--- config.mk ---
export PLATFORM = sky130hd
export DESIGN_NAME = alu_regfile_ctrl
export DESIGN_NICKNAME = d
export VERILOG_FILES = /design/src/rtl/alu_pkg.sv /design/src/rtl/alu_regfile_ctrl_regfile16.sv /design/src/rtl/alu_regfile_ctrl.sv
export SDC_FILE = /design/constraint.sdc
export NUM_CORES = 1
export LEC_CHECK = 0
export ABC_CLOCK_PERIOD_IN_PS = 11000
export BUFFER_PORTS_ARGS = -buffer_cell sky130_fd_sc_hd__buf_2
export CORE_UTILIZATION = 45
export CTS_CLUSTER_DIAMETER = 30
export DETAILED_ROUTE_END_ITERATION = 12
export PLACE_DENSITY_LB_ADDON = 0.1
export RECOVER_POWER = 25
export SLEW_MARGIN = 25
export SYNTH_ARGS = -nofsm -noshare
export SYNTH_HDL_FRONTEND = slang
export SYNTH_SLANG_ARGS = --single-unit
--- constraint.sdc ---
create_clock -name clk -period 11 [get_ports clk]
set_input_delay 1.1 -clock clk [delete_from_list [all_inputs] [get_ports clk]]
set_output_delay 1.1 -clock clk [all_outputs]
set_load 0.01 [all_outputs]
--- src/rtl/alu_pkg.sv ---
// alu_pkg: opcodes, flag bit positions and FSM states shared by the ALU16 wrapper.
package alu_pkg;
    localparam logic [3:0] XOR  = 4'b0000;
    localparam logic [3:0] XNOR = 4'b0010;
    localparam logic [3:0] ADD  = 4'b0100;
    localparam logic [3:0] SUB  = 4'b0101;
    localparam logic [3:0] NOTA = 4'b0111;
    localparam logic [3:0] AND  = 4'b1000;
    localparam logic [3:0] OR   = 4'b1010;
    localparam int FLAG_N = 4;
    localparam int FLAG_L = 3;
    localparam int FLAG_Z = 2;
    localparam int FLAG_C = 1;
    localparam int FLAG_F = 0;
    typedef enum logic [1:0] {IDLE, EXEC, WB} state_t;
endpackage

--- src/rtl/alu_regfile_ctrl_regfile16.sv ---
// regfile16: 2**ADDR_W x DATA_W register file, one sync write port, async reads, R0 tied to zero.
module regfile16 #(
    parameter int DATA_W = 16,
    parameter int ADDR_W = 4
) (
    input  logic              clk,
    input  logic              rst,
    input  logic              we,
    input  logic [ADDR_W-1:0] waddr,
    input  logic [DATA_W-1:0] wdata,
    input  logic [ADDR_W-1:0] raddr_a,
    output logic [DATA_W-1:0] rdata_a,
    input  logic [ADDR_W-1:0] raddr_b,
    output logic [DATA_W-1:0] rdata_b,
    input  logic [ADDR_W-1:0] raddr_dbg,
    output logic [DATA_W-1:0] rdata_dbg
);
    logic [DATA_W-1:0] mem [2**ADDR_W];

    always_ff @(posedge clk or posedge rst) begin
        if (rst) begin
            for (int i = 0; i < 2**ADDR_W; i++) mem[i] <= '0;
        end else if (we && waddr != '0) begin
            mem[waddr] <= wdata;
        end
    end

    assign rdata_a   = (raddr_a   == '0) ? '0 : mem[raddr_a];
    assign rdata_b   = (raddr_b   == '0) ? '0 : mem[raddr_b];
    assign rdata_dbg = (raddr_dbg == '0) ? '0 : mem[raddr_dbg];
endmodule

--- src/rtl/alu_regfile_ctrl.sv ---
// alu_regfile_ctrl: operand fetch / writeback stage around ALU16 with a 16x16 register file.
module alu_regfile_ctrl
    import alu_pkg::*;
#(
    parameter int DATA_W = 16,
    parameter int ADDR_W = 4,
    parameter int SEL_W  = 4
) (
    input  logic              clk,
    input  logic              rst,
    input  logic              req_valid,
    output logic              req_ready,
    input  logic [SEL_W-1:0]  req_sel,
    input  logic [ADDR_W-1:0] req_ra,
    input  logic [ADDR_W-1:0] req_rb,
    input  logic [ADDR_W-1:0] req_rd,
    input  logic              host_we,
    input  logic [ADDR_W-1:0] host_addr,
    input  logic [DATA_W-1:0] host_wdata,
    output logic [DATA_W-1:0] A,
    output logic [DATA_W-1:0] B,
    output logic [SEL_W-1:0]  sel,
    input  logic [DATA_W-1:0] alu_out,
    input  logic [4:0]        alu_flags,
    output logic [4:0]        flags_q,
    output logic [DATA_W-1:0] result_q,
    output logic              done,
    input  logic [ADDR_W-1:0] dbg_addr,
    output logic [DATA_W-1:0] dbg_data
);
    state_t            state, state_nx;
    logic [ADDR_W-1:0] rd_q;
    logic [DATA_W-1:0] rf_a, rf_b;
    logic              accept, host_wr, wb, byp_a, byp_b;

    assign accept    = (state == IDLE) && req_valid;
    assign host_wr   = (state == IDLE) && host_we;
    assign wb        = (state == EXEC);
    assign req_ready = (state == IDLE);
    assign done      = (state == WB);
    // Host writes to R0 are dropped, so they must not bypass into operands either.
    assign byp_a     = host_wr && host_addr == req_ra && host_addr != '0;
    assign byp_b     = host_wr && host_addr == req_rb && host_addr != '0;

    regfile16 #(.DATA_W(DATA_W), .ADDR_W(ADDR_W)) u_rf (
        .clk       (clk),
        .rst       (rst),
        .we        (host_wr || wb),
        .waddr     (wb ? rd_q : host_addr),
        .wdata     (wb ? alu_out : host_wdata),
        .raddr_a   (req_ra),
        .rdata_a   (rf_a),
        .raddr_b   (req_rb),
        .rdata_b   (rf_b),
        .raddr_dbg (dbg_addr),
        .rdata_dbg (dbg_data)
    );

    always_ff @(posedge clk or posedge rst) begin
        if (rst) state <= IDLE;
        else     state <= state_nx;
    end

    always_comb begin
        state_nx = IDLE;
        state_nx = (state == IDLE) ? (req_valid ? EXEC : IDLE) :
                   (state == EXEC) ? WB : IDLE;
    end

    always_ff @(posedge clk or posedge rst) begin
        if (rst) begin
            A        <= '0;
            B        <= '0;
            sel      <= '0;
            rd_q     <= '0;
            result_q <= '0;
            flags_q  <= '0;
        end else begin
            if (accept) begin
                A    <= byp_a ? host_wdata : rf_a;
                B    <= byp_b ? host_wdata : rf_b;
                sel  <= req_sel;
                rd_q <= req_rd;
            end
            if (wb) begin
                result_q <= alu_out;
                flags_q  <= alu_flags;
            end
        end
    end
endmodule

==> impl_metrics.toml, run 1 <==
[outcome]
outcome = "finished, violations left"
violations = "max-capacitance violations, max-slew violations"

[sta]
max_slew.worst_pin.slew_ps = 4070
drv_slew = 126
fmax_mhz = 201
rsz0062_at_grt = "false"
fin_crit_sh = 0.452
fin_crit_ps = 4970
final_hold_viol_count = 0
setup-tns-final_ps = 0
finClkSkew_ps = 21.5
worst_slack_ps = 6030
slew_headroom = -1.73
setup_viol = 0

[final_layout]
area_growth_syn_to_layout_pct = 21.4
fill_cells = 3468
multi_input_area_um2 = 10400
nNetsFinal = 1591
ff_latch_area_um2 = 7980
post-route-util = 0.553
final_layout_size_suffix_gt1_frac = 0.449

[yosys]
ys_seq_area_frac = 0.417
synthTopCellsByArea = "dfrtp_1 (42%), mux4_2 (15%), mux2_2 (10%)"
syn_avg_cell_area_um2 = 13.4
synth_nets = 1492
async_flop_share = 1.00
yosysTopAreaCellShare = 0.417
ys_ff_latch = 319
synth_cells = 1427
synth_top_area_cell = "dfrtp_1"
netlist_top_cells_count = "dfrtp_1 (319), mux2_2 (177), mux2i_1 (144)"
synth_ff_type = "dfrtp_1"
synth_cell_types = 41
yosys_warnings = 0
syn_area_um2 = 19100
yosysMostFrequentCell = "dfrtp_1"
synth_edf_count = 0

[cts]
cts_resized = 0
cts_buffers = 82
postCtsSetupBuffers = 0
clk_pin_slew_worst_paths_ps = 50
clockRootBuffer = "clkbuf_16"
clock_latency_ps = 610
htree_levels = 3
clock_sinks = 319
hold_buffers = 0
cts_buffer_depth = 3
cts_tree = "built"

[setup_path]
critPathKind = "input pin to output pin"
arrival_ps = 3870
reg2regPathDepth = 6
cp-start-kind = "input pin"
crit_required_ps = 9900
endpoint_kind = "output pin"
crit_fanout = 39

[global_routing]
met3_usage = 0.0568
overflow = 0
grt_max_degree = 162
antenna_found_initial = 2
grt_busiest_layer = "met2"
first_global_vias = 14007
grt_pass1_wl_um = 95800
grt_use_met1 = 0.412
use_met2 = 0.479
grt_usage = 0.302

[floorplan]
rows = 75
die_area_um2 = 43300
die-width_um = 208
core_um2 = 41900
start_util = 0.456
ios = 140
die_h_um = 208

[drt]
postRouteAntennaNets = 0
drc = 0
wirelength_um = 64400
drt-pass1-iter-count = 5
wl_per_cell_um = 30.2
viasPerCell = 6.45
drtIter0Drc = 1228
vias = 13757

[place]
pre_cts_ws_ps = 5930
gp_congestion = 0.802
port-buffer-count = 139
dp_hpwl_um = 37300

[min_path]
hold_class = "register to register"
min_path_cells = 0

[power]
p_leak_nw = 10.4
irDropWorstVdd_mv = 0.120
power.density_nw_per_um2 = 286

[flow_run]
maxCapViolCount = 2
## sequential cells by signal, summed over array words and instances, names as in the netlist
name and flops:
A 16, sel 4, B 16, rd_q 4, state 2, result_q 16, flags_q 5, u_rf.mem 256
## where the power goes
part	switching [W]	leakage [nW]	internal, W	total, W
logic	0.000698	4.90	0.00102	0.00172
clock network	0.000753	1.54	0.00200	0.00275
registers	0.000506	3.99	0.00167	0.00218
total	0.00196	10.4	0.00469	0.00665
## critical path, stage by stage
cell and delay [ps]:
buf_4 460, buf_4 780, nor4_2 230, buf_4 320
a211oi_1 660, buf_2 260
## metrics by stage
step                hold slack (ps)  area, µm²  total power, W  cells
global route                    431      23200         0.00693   2133
finish                          414      23200         0.00665   2133
global placement                409      20000         0.00383   1980
floorplan                       458      19100         0.00334   1427
CTS                             415      23200         0.00666   2131
detailed placement              404      20000         0.00388   1980
## cell type report
cell class              instances  area share
clock buffers                 105      0.0987
clock inverters                46      0.0376
multi-input cells             949       0.449
flip-flops and latches        319       0.344
well taps                     539      0.0291
diodes                          1    0.000108
inverters                       4    0.000701
repair buffers                170      0.0412
## cells by family after synthesis
| group | synth area share |
|---|---|
| muxes | 0.389 |
| DFF | 0.417 |
| AOI/OAI and AO/OA | 0.0954 |
| and+or+nand+nor | 0.0549 |
| buffers and inverters | 0.0396 |
| xor gates and xnor gates | 0.00366 |
## layout by cell type (no fill, tap or decap), types with 3 or more instances in the layout
cell type / netlist / routed
bufinv_16: 0 / 23
and3_2: 0 / 3
mux4_2: 128 / 128
nand3_2: 4 / 4
clkbuf_16: 0 / 84
clkbuf_1: 84 / 11
mux2_2: 177 / 177
mux2_4: 71 / 71
nor2_1: 5 / 5
a32oi_1: 32 / 32
clkinvlp_4: 0 / 4
buf_4: 5 / 31
nand2_1: 99 / 99
nor2b_1: 53 / 52
a21boi_0: 32 / 32
nand3_4: 8 / 8
mux2i_1: 144 / 144
xor2_1: 8 / 8
buf_2: 42 / 136
dfrtp_1: 319 / 319
a22oi_1: 64 / 64
o31ai_1: 32 / 32
a211oi_1: 64 / 64
clkbuf_8: 0 / 11
clkinv_2: 0 / 10
clkinv_4: 0 / 4
clkinv_8: 0 / 3
## per-layer routing
layer  share of wire  up-vias
met1            0.43     7303
met3           0.067      115
met5               0        -
li1                -     5753
met4           0.030        0
met2            0.48      586
## final timing paths
kind / startpoint / endpoint / slack (ps)
max: dbg_addr[0] / dbg_data[6] / 6030
min: u_rf.mem[247] / u_rf.mem[247] / 410
max reg2reg: state[1] / u_rf.mem[32] / 7180
min reg2reg: u_rf.mem[247] / u_rf.mem[247] / 410
max in group asynchronous: rst / u_rf.mem[153] / 6810
min in group asynchronous: rst / flags_q[0] / 1680
Power figures use the tool's default switching activity.
==> run 2: changes to the inputs <==
Settings changed: ABC_CLOCK_PERIOD_IN_PS 11000 to 4800.
Clock period 11 ns to 4.8 ns, I/O delays scaled along.
==> run 2 against run 1 <==
  * The flow still finishes with violations (max-capacitance violations, max-slew violations)
  * Clock skew about the same
  * Sequential power increased by 130%
  * Final area increased by 0.57%
  * Count of clock-buffer cells in the layout increased by 7
  * Hold slack got worse by 370 ps
  * Sequential share of layout area decreased by 0.19 points
  * Setup slack got worse by 4700 ps
  * Critical path depth decreased by 1
  * Core utilization increased by 0.31 points
  * Register-to-register slack got worse by 5800 ps
  * Global-route usage increased by 0.65 points
  * Via count increased by 0.17%
  * Largest power group unchanged
  * Highest routed layer is now met5
==> impl_metrics.toml, run 2 (synthesis gave the netlist of run 1 again) <==
[place]
port-buffer-count = 139
gp_congestion = 0.812
dp.cells = 1990
dp_hpwl_um = 38700
pre_cts_ws_ps = 1350
place_area_um2 = 20200

[sta]
slew_headroom = -0.775
fin_crit_ps = 3440
setup_viol = 0
setup-tns-final_ps = 0
finClkSkew_ps = 21.4
fin_crit_sh = 0.718
fmax_mhz = 290
final_hold_viol_count = 0
rsz0062_at_grt = "false"
max_slew.worst_pin.slew_ps = 2660
drv_slew = 182
worst_slack_ps = 1360

[flow_run]
maxCapViolCount = 2

[floorplan]
die_area_um2 = 43300
ios = 140
core_um2 = 41900
die_h_um = 208
rows = 75
die-width_um = 208
start_util = 0.456

[cts]
cts_buffer_depth = 3
clockRootBuffer = "clkbuf_16"
cts_resized = 0
clk_pin_slew_worst_paths_ps = 50
postCtsSetupBuffers = 0
clock_latency_ps = 630
cts_buffers = 87
htree_levels = 3
hold_buffers = 1
clock_sinks = 319
cts_tree = "built"

[setup_path]
path_cells = "nand2b_2 > inv_2 > o31ai_4 > nand3_2 > mux2_2"
endpoint_kind = "register"
worst_path_max_delay_cell = "nand2b_2"
cp.depth = 5
arrival_ps = 3940
crit_path_max_incr_delay_ps = 720
critPathKind = "register to register"
path_buf_inv = 1
crit_family = "simple AND/OR/NAND/NOR gates"
reg2regPathDepth = 5
cp-start-kind = "register"
crit_fanout = 24
crit_required_ps = 5300

[final_layout]
largest_register = "u_rf.mem"
final_layout_size_suffix_gt1_frac = 0.456
postLayoutCellArea_um2 = 23300
area_growth_syn_to_layout_pct = 22.1
layout_common_cells = "dfrtp_1 (319), mux2_2 (177), mux2i_1 (144), buf_2 (134), mux4_2 (128)"
final_common_cell = "dfrtp_1"
fill_cells = 3491
largest_reg_flops = 256
stdcell_count = 2152
nNetsFinal = 1606
diodes = 0

[power]
power.density_nw_per_um2 = 649
power.switching_w = 0.00465
p_leak_nw = 10.5
irDropWorstVdd_mv = 0.325
combinationalPowerShare = 0.262
sw_frac_of_total = 0.307
internal-power_w = 0.0105
power_frac_clock = 0.410
seqPwrFrac = 0.328

[drt]
postRouteAntennaNets = 0
wirelength_um = 65300
drt-pass1-iter-count = 5
drtIter0Drc = 1319
wl_per_cell_um = 30.3
drc = 0
viasPerCell = 6.40
vias = 13781

[global_routing]
grt_usage = 0.309
first_global_vias = 14186
overflow = 0
antenna_found_initial = 1
grt_max_degree = 102
grt_pass1_wl_um = 97200

[outcome]
violations = "max-capacitance violations, max-slew violations"
outcome = "finished, violations left"

[min_path]
hold_class = "input pin to register"
min_path_cells = 3
-- run 2: final timing paths --
check,from,endpoint,slack [ps]
setup / recovery,state[1],u_rf.mem[46],1360
min in group asynchronous,rst,u_rf.mem[46],450
hold / removal,alu_flags[4],flags_q[4],40
hold reg to reg,u_rf.mem[248],u_rf.mem[248],420
max in group asynchronous,rst,result_q[2],1390
setup reg to reg,state[1],u_rf.mem[46],1360
-- run 2: power by group through the flow --
| stage | combinational [W] | sequential (W) | clock, W |
|---|---|---|---|
| floorplan | 0.00302 | 0.00465 | 0 |
| global placement | 0.00390 | 0.00489 | 0 |
| detailed placement | 0.00397 | 0.00492 | 0 |
| CTS | 0.00399 | 0.00492 | 0.00628 |
| global route | 0.00427 | 0.00512 | 0.00645 |
| finish | 0.00397 | 0.00497 | 0.00621 |
-- run 2: stage by stage --
| stage | hold slack, ps | total power, W | utilization |
|---|---|---|---|
| after floorplan | 458 | 0.00767 | - |
| after global placement | 406 | 0.00879 | 0.481 |
| after detailed placement | 406 | 0.00890 | 0.481 |
| after CTS | 14.3 | 0.0152 | 0.557 |
| after global routing | 46.0 | 0.0158 | 0.557 |
| final | 43.8 | 0.0151 | 0.557 |
-- run 2: routing by layer --
layer / wire length, µm / global-route usage
met5: 9 / 0
met4: 2180 / 0.121
met3: 4580 / 0.0700
met2: 30300 / 0.473
met1: 28200 / 0.427
-- run 2: final cells by class --
| type | instances | area (µm²) | share of cell area |
|---|---|---|---|
| clock buffer | 112 | 2450 | 0.105 |
| clock inverter | 49 | 734 | 0.0315 |
| inverter | 4 | 16.3 | 0.000697 |
| multi-input combinational | 949 | 10400 | 0.446 |
| sequential | 319 | 7980 | 0.342 |
| tap | 539 | 674 | 0.0289 |
| timing repair buffer | 180 | 1070 | 0.0459 |
-- run 2: tightest hold or removal path: cells and delay by family --
| kind | cells | cell delay, ps |
|---|---|---|
| buf+inv | 1 | 70 |
| simple gates | 2 | 90 |
==> run 3: changes to the inputs <==
Settings changed: ABC_AREA set to 1, ABC_CLOCK_PERIOD_IN_PS 4800 to 3300.
Clock period 4.8 ns to 3.3 ns, I/O delays scaled along.
==> run 3 against run 2 <==
  * The flow still finishes with violations (max-capacitance violations, max-slew violations)
  * Synthesized cell count is 130% higher
  * Total power is 44% higher
  * Sequential power is 33% higher
  * Critical path depth is 4 higher
  * Die area is 6.0% higher
  * Routed wire length is 29% higher
  * Hold slack worse by 26 ps
  * Global-route usage is 5.8 points higher
  * Area after synthesis is 6.1% higher
  * Combinational power is 54% higher
  * Final area is 6.7% higher
  * Sequential cell count stayed put
  * Critical path type is now input pin to output pin
  * Largest cell class unchanged
  * Largest power group unchanged
==> impl_metrics.toml, run 3 <==
[outcome]
outcome = "finished, violations left"
violations = "max-capacitance violations, max-slew violations"

[setup_path]
endpoint_kind = "output pin"
crit_family = "buffers and inverters"
path_buf_inv = 4
crit_required_ps = 2970
crit_fanout = 34
path_cells = "buf_2 > inv_2 > buf_4 > a21oi_1 > o21ai_0 > nand3_1 > nand3_1 > a21oi_1 > buf_2"
critPathKind = "input pin to output pin"
cp-start-kind = "input pin"
worst_path_max_delay_cell = "a21oi_1"
crit_path_max_incr_delay_ps = 530
arrival_ps = 2310

[sta]
fin_crit_ps = 2640
max_slew.worst_pin.slew_ps = 1590
fmax_mhz = 378
finClkSkew_ps = 18.6
drv_slew = 23
setup_viol = 0
final_hold_viol_count = 0
fin_crit_sh = 0.801
slew_headroom = -0.0640
whs_ps = 18.0
rsz0062_at_grt = "false"

[final_layout]
final_common_cell = "nand2_1"
largest_register = "u_rf.mem"
post-route-util = 0.562
largest_reg_flops = 256
final_layout_size_suffix_gt1_frac = 0.117
area_growth_syn_to_layout_pct = 22.7
nNetsFinal = 3361
layout_common_cells = "nand2_1 (1222), nand3_1 (432), inv_1 (359), dfrtp_1 (319), o21ai_0 (270)"

[place]
dp_hpwl_um = 51700
gp_congestion = 0.916
port-buffer-count = 139

[drt]
wirelength_um = 84400
drtIter0Drc = 2859
viasPerCell = 5.69
vias = 22498
wl_per_cell_um = 21.3
drc = 0
postRouteAntennaNets = 0
drt-pass1-iter-count = 7

[global_routing]
first_global_vias = 21354
grt_max_degree = 131
grt_usage = 0.367
grt_use_met1 = 0.474
grt_busiest_layer = "met2"
use_met2 = 0.556
met3_usage = 0.0723
grt_pass1_wl_um = 129000
antenna_found_initial = 1
overflow = 0

[floorplan]
rows = 77
die_area_um2 = 45900
die_h_um = 214
core_um2 = 44300
die-width_um = 214
ios = 140
start_util = 0.458

[yosys]
synth_nets = 3279
synth_ff_type = "dfrtp_1"
yosys_warnings = 0
yosysTopAreaCellShare = 0.393
ys_seq_area_frac = 0.393
synth_top_family_by_area = "simple AND/OR/NAND/NOR gates"
synth_top_area_cell = "dfrtp_1"
syn_avg_cell_area_um2 = 6.31
synth_edf_count = 0
netlist_top_cells_count = "nand2_1 (1222), nand3_1 (432), inv_1 (363)"
ys_ff_latch = 319
yosys.area_share.simple = 0.346
synth_cells = 3214
synthTopCellsByArea = "dfrtp_1 (39%), nand2_1 (23%), nand3_1 (11%)"
synth_cell_types = 25
synth-compound-area-share = 0.139
syn_area_um2 = 20300
async_flop_share = 1.00
muxShareOfSynthArea = 0
synth-xor-area-share = 0.00345
yosysMostFrequentCell = "nand2_1"
synthAdderAreaFrac = 0

[cts]
clk_pin_slew_worst_paths_ps = 40
cts_buffers = 82
clock_latency_ps = 620
clockRootBuffer = "clkbuf_16"
cts_tree = "built"
cts_resized = 0
htree_levels = 3
clock_sinks = 319
cts_buffer_depth = 3

[power]
internal-power_w = 0.0140
sw_frac_of_total = 0.356
power_w = 0.0218
power_frac_clock = 0.414
combinationalPowerShare = 0.282
power.density_nw_per_um2 = 874
p_leak_nw = 13.2
power.switching_w = 0.00774
irDropWorstVdd_mv = 0.531
seqPwrFrac = 0.305

[flow_run]
maxCapViolCount = 1

[min_path]
hold_class = "input pin to register"
run 3: cell types whose count changed after synthesis, sizes merged, moves of 128 or more:
cell / previous run / this run
mux2i: 146 / 0
mux2: 249 / 0
nand2: 99 / 1226
a21oi: 2 / 179
o21ai: 0 / 377
mux4: 128 / 0
nand3: 12 / 432
inv: 4 / 372
run 3: final cells by class:
cell class | count | area, µm²
fillers | 4298 | 19400
multi-input cells | 2277 | 9920
flip-flops and latches | 319 | 7980
clock buffers | 104 | 2370
repair buffers | 243 | 1750
inverters | 373 | 1410
well taps | 592 | 741
clock inverters | 48 | 732
diodes | 1 | 2.50
run 3: path summary, 6_finish.rpt:
check / startpoint / end / slack [ps] / depth (start not counted)
setup / recovery: dbg_addr[1] / dbg_data[1] / 660 / 9
hold / removal: alu_out[2] / result_q[2] / 20 / 3
setup reg to reg: state[1] / u_rf.mem[195] / 710 / 7
hold reg to reg: u_rf.mem[247] / u_rf.mem[247] / 390 / 0
max in group asynchronous: rst / u_rf.mem[91] / 1330 / 4
min in group asynchronous: rst / u_rf.mem[168] / 660 / 3
run 3: power groups by stage:
stage	logic [W]	clock network (W)	registers [W]
floorplan	0.00421	0	0.00637
global placement	0.00585	0	0.00657
detailed placement	0.00600	0	0.00659
CTS	0.00606	0.00907	0.00657
global route	0.00699	0.00929	0.00680
finish	0.00613	0.00900	0.00663
run 3: timing repair:
action | 4_1_cts | 5_1_grt
hold buffers | 27 | 0
endpoints found under the hold margin | 47 | 0
setup buffers | 0 | 0
run 3: kinds of logic after synthesis:
| kind of cell | Yosys count |
|---|---|
| simple gates | 1713 |
| buf+inv | 618 |
| compound gates | 556 |
| flops | 319 |
| xor+xnor | 8 |
run 3: layer usage:
metal  routed length [µm]  up-vias  share of wire
met1                33300    10401           0.39
met3                 8070      356          0.096
li1                     -    10319              -
met4                 6200        0          0.073
met2                36800     1422           0.44
met5                    0        -              0
run 3: worst register-to-register path, cell delays in order, from the launching register on:
cell and delay (ps):
dfrtp_1 380, inv_1 130, nand2_4 310, nand2_1 240, o21ai_4 90, nor3_2 310
nand2_2 560, o21ai_0 450
run 3: through the flow:
stage	cells	worst slack [ps]	cell area [µm²]	setup TNS (ps)
final	3957	655	24900	0
after global routing	3956	554	24900	0
after CTS	3956	667	24900	0
after detailed placement	3777	670	21500	0
after global placement	3777	690	21500	0
after floorplan	3214	-1280	20300	-409220
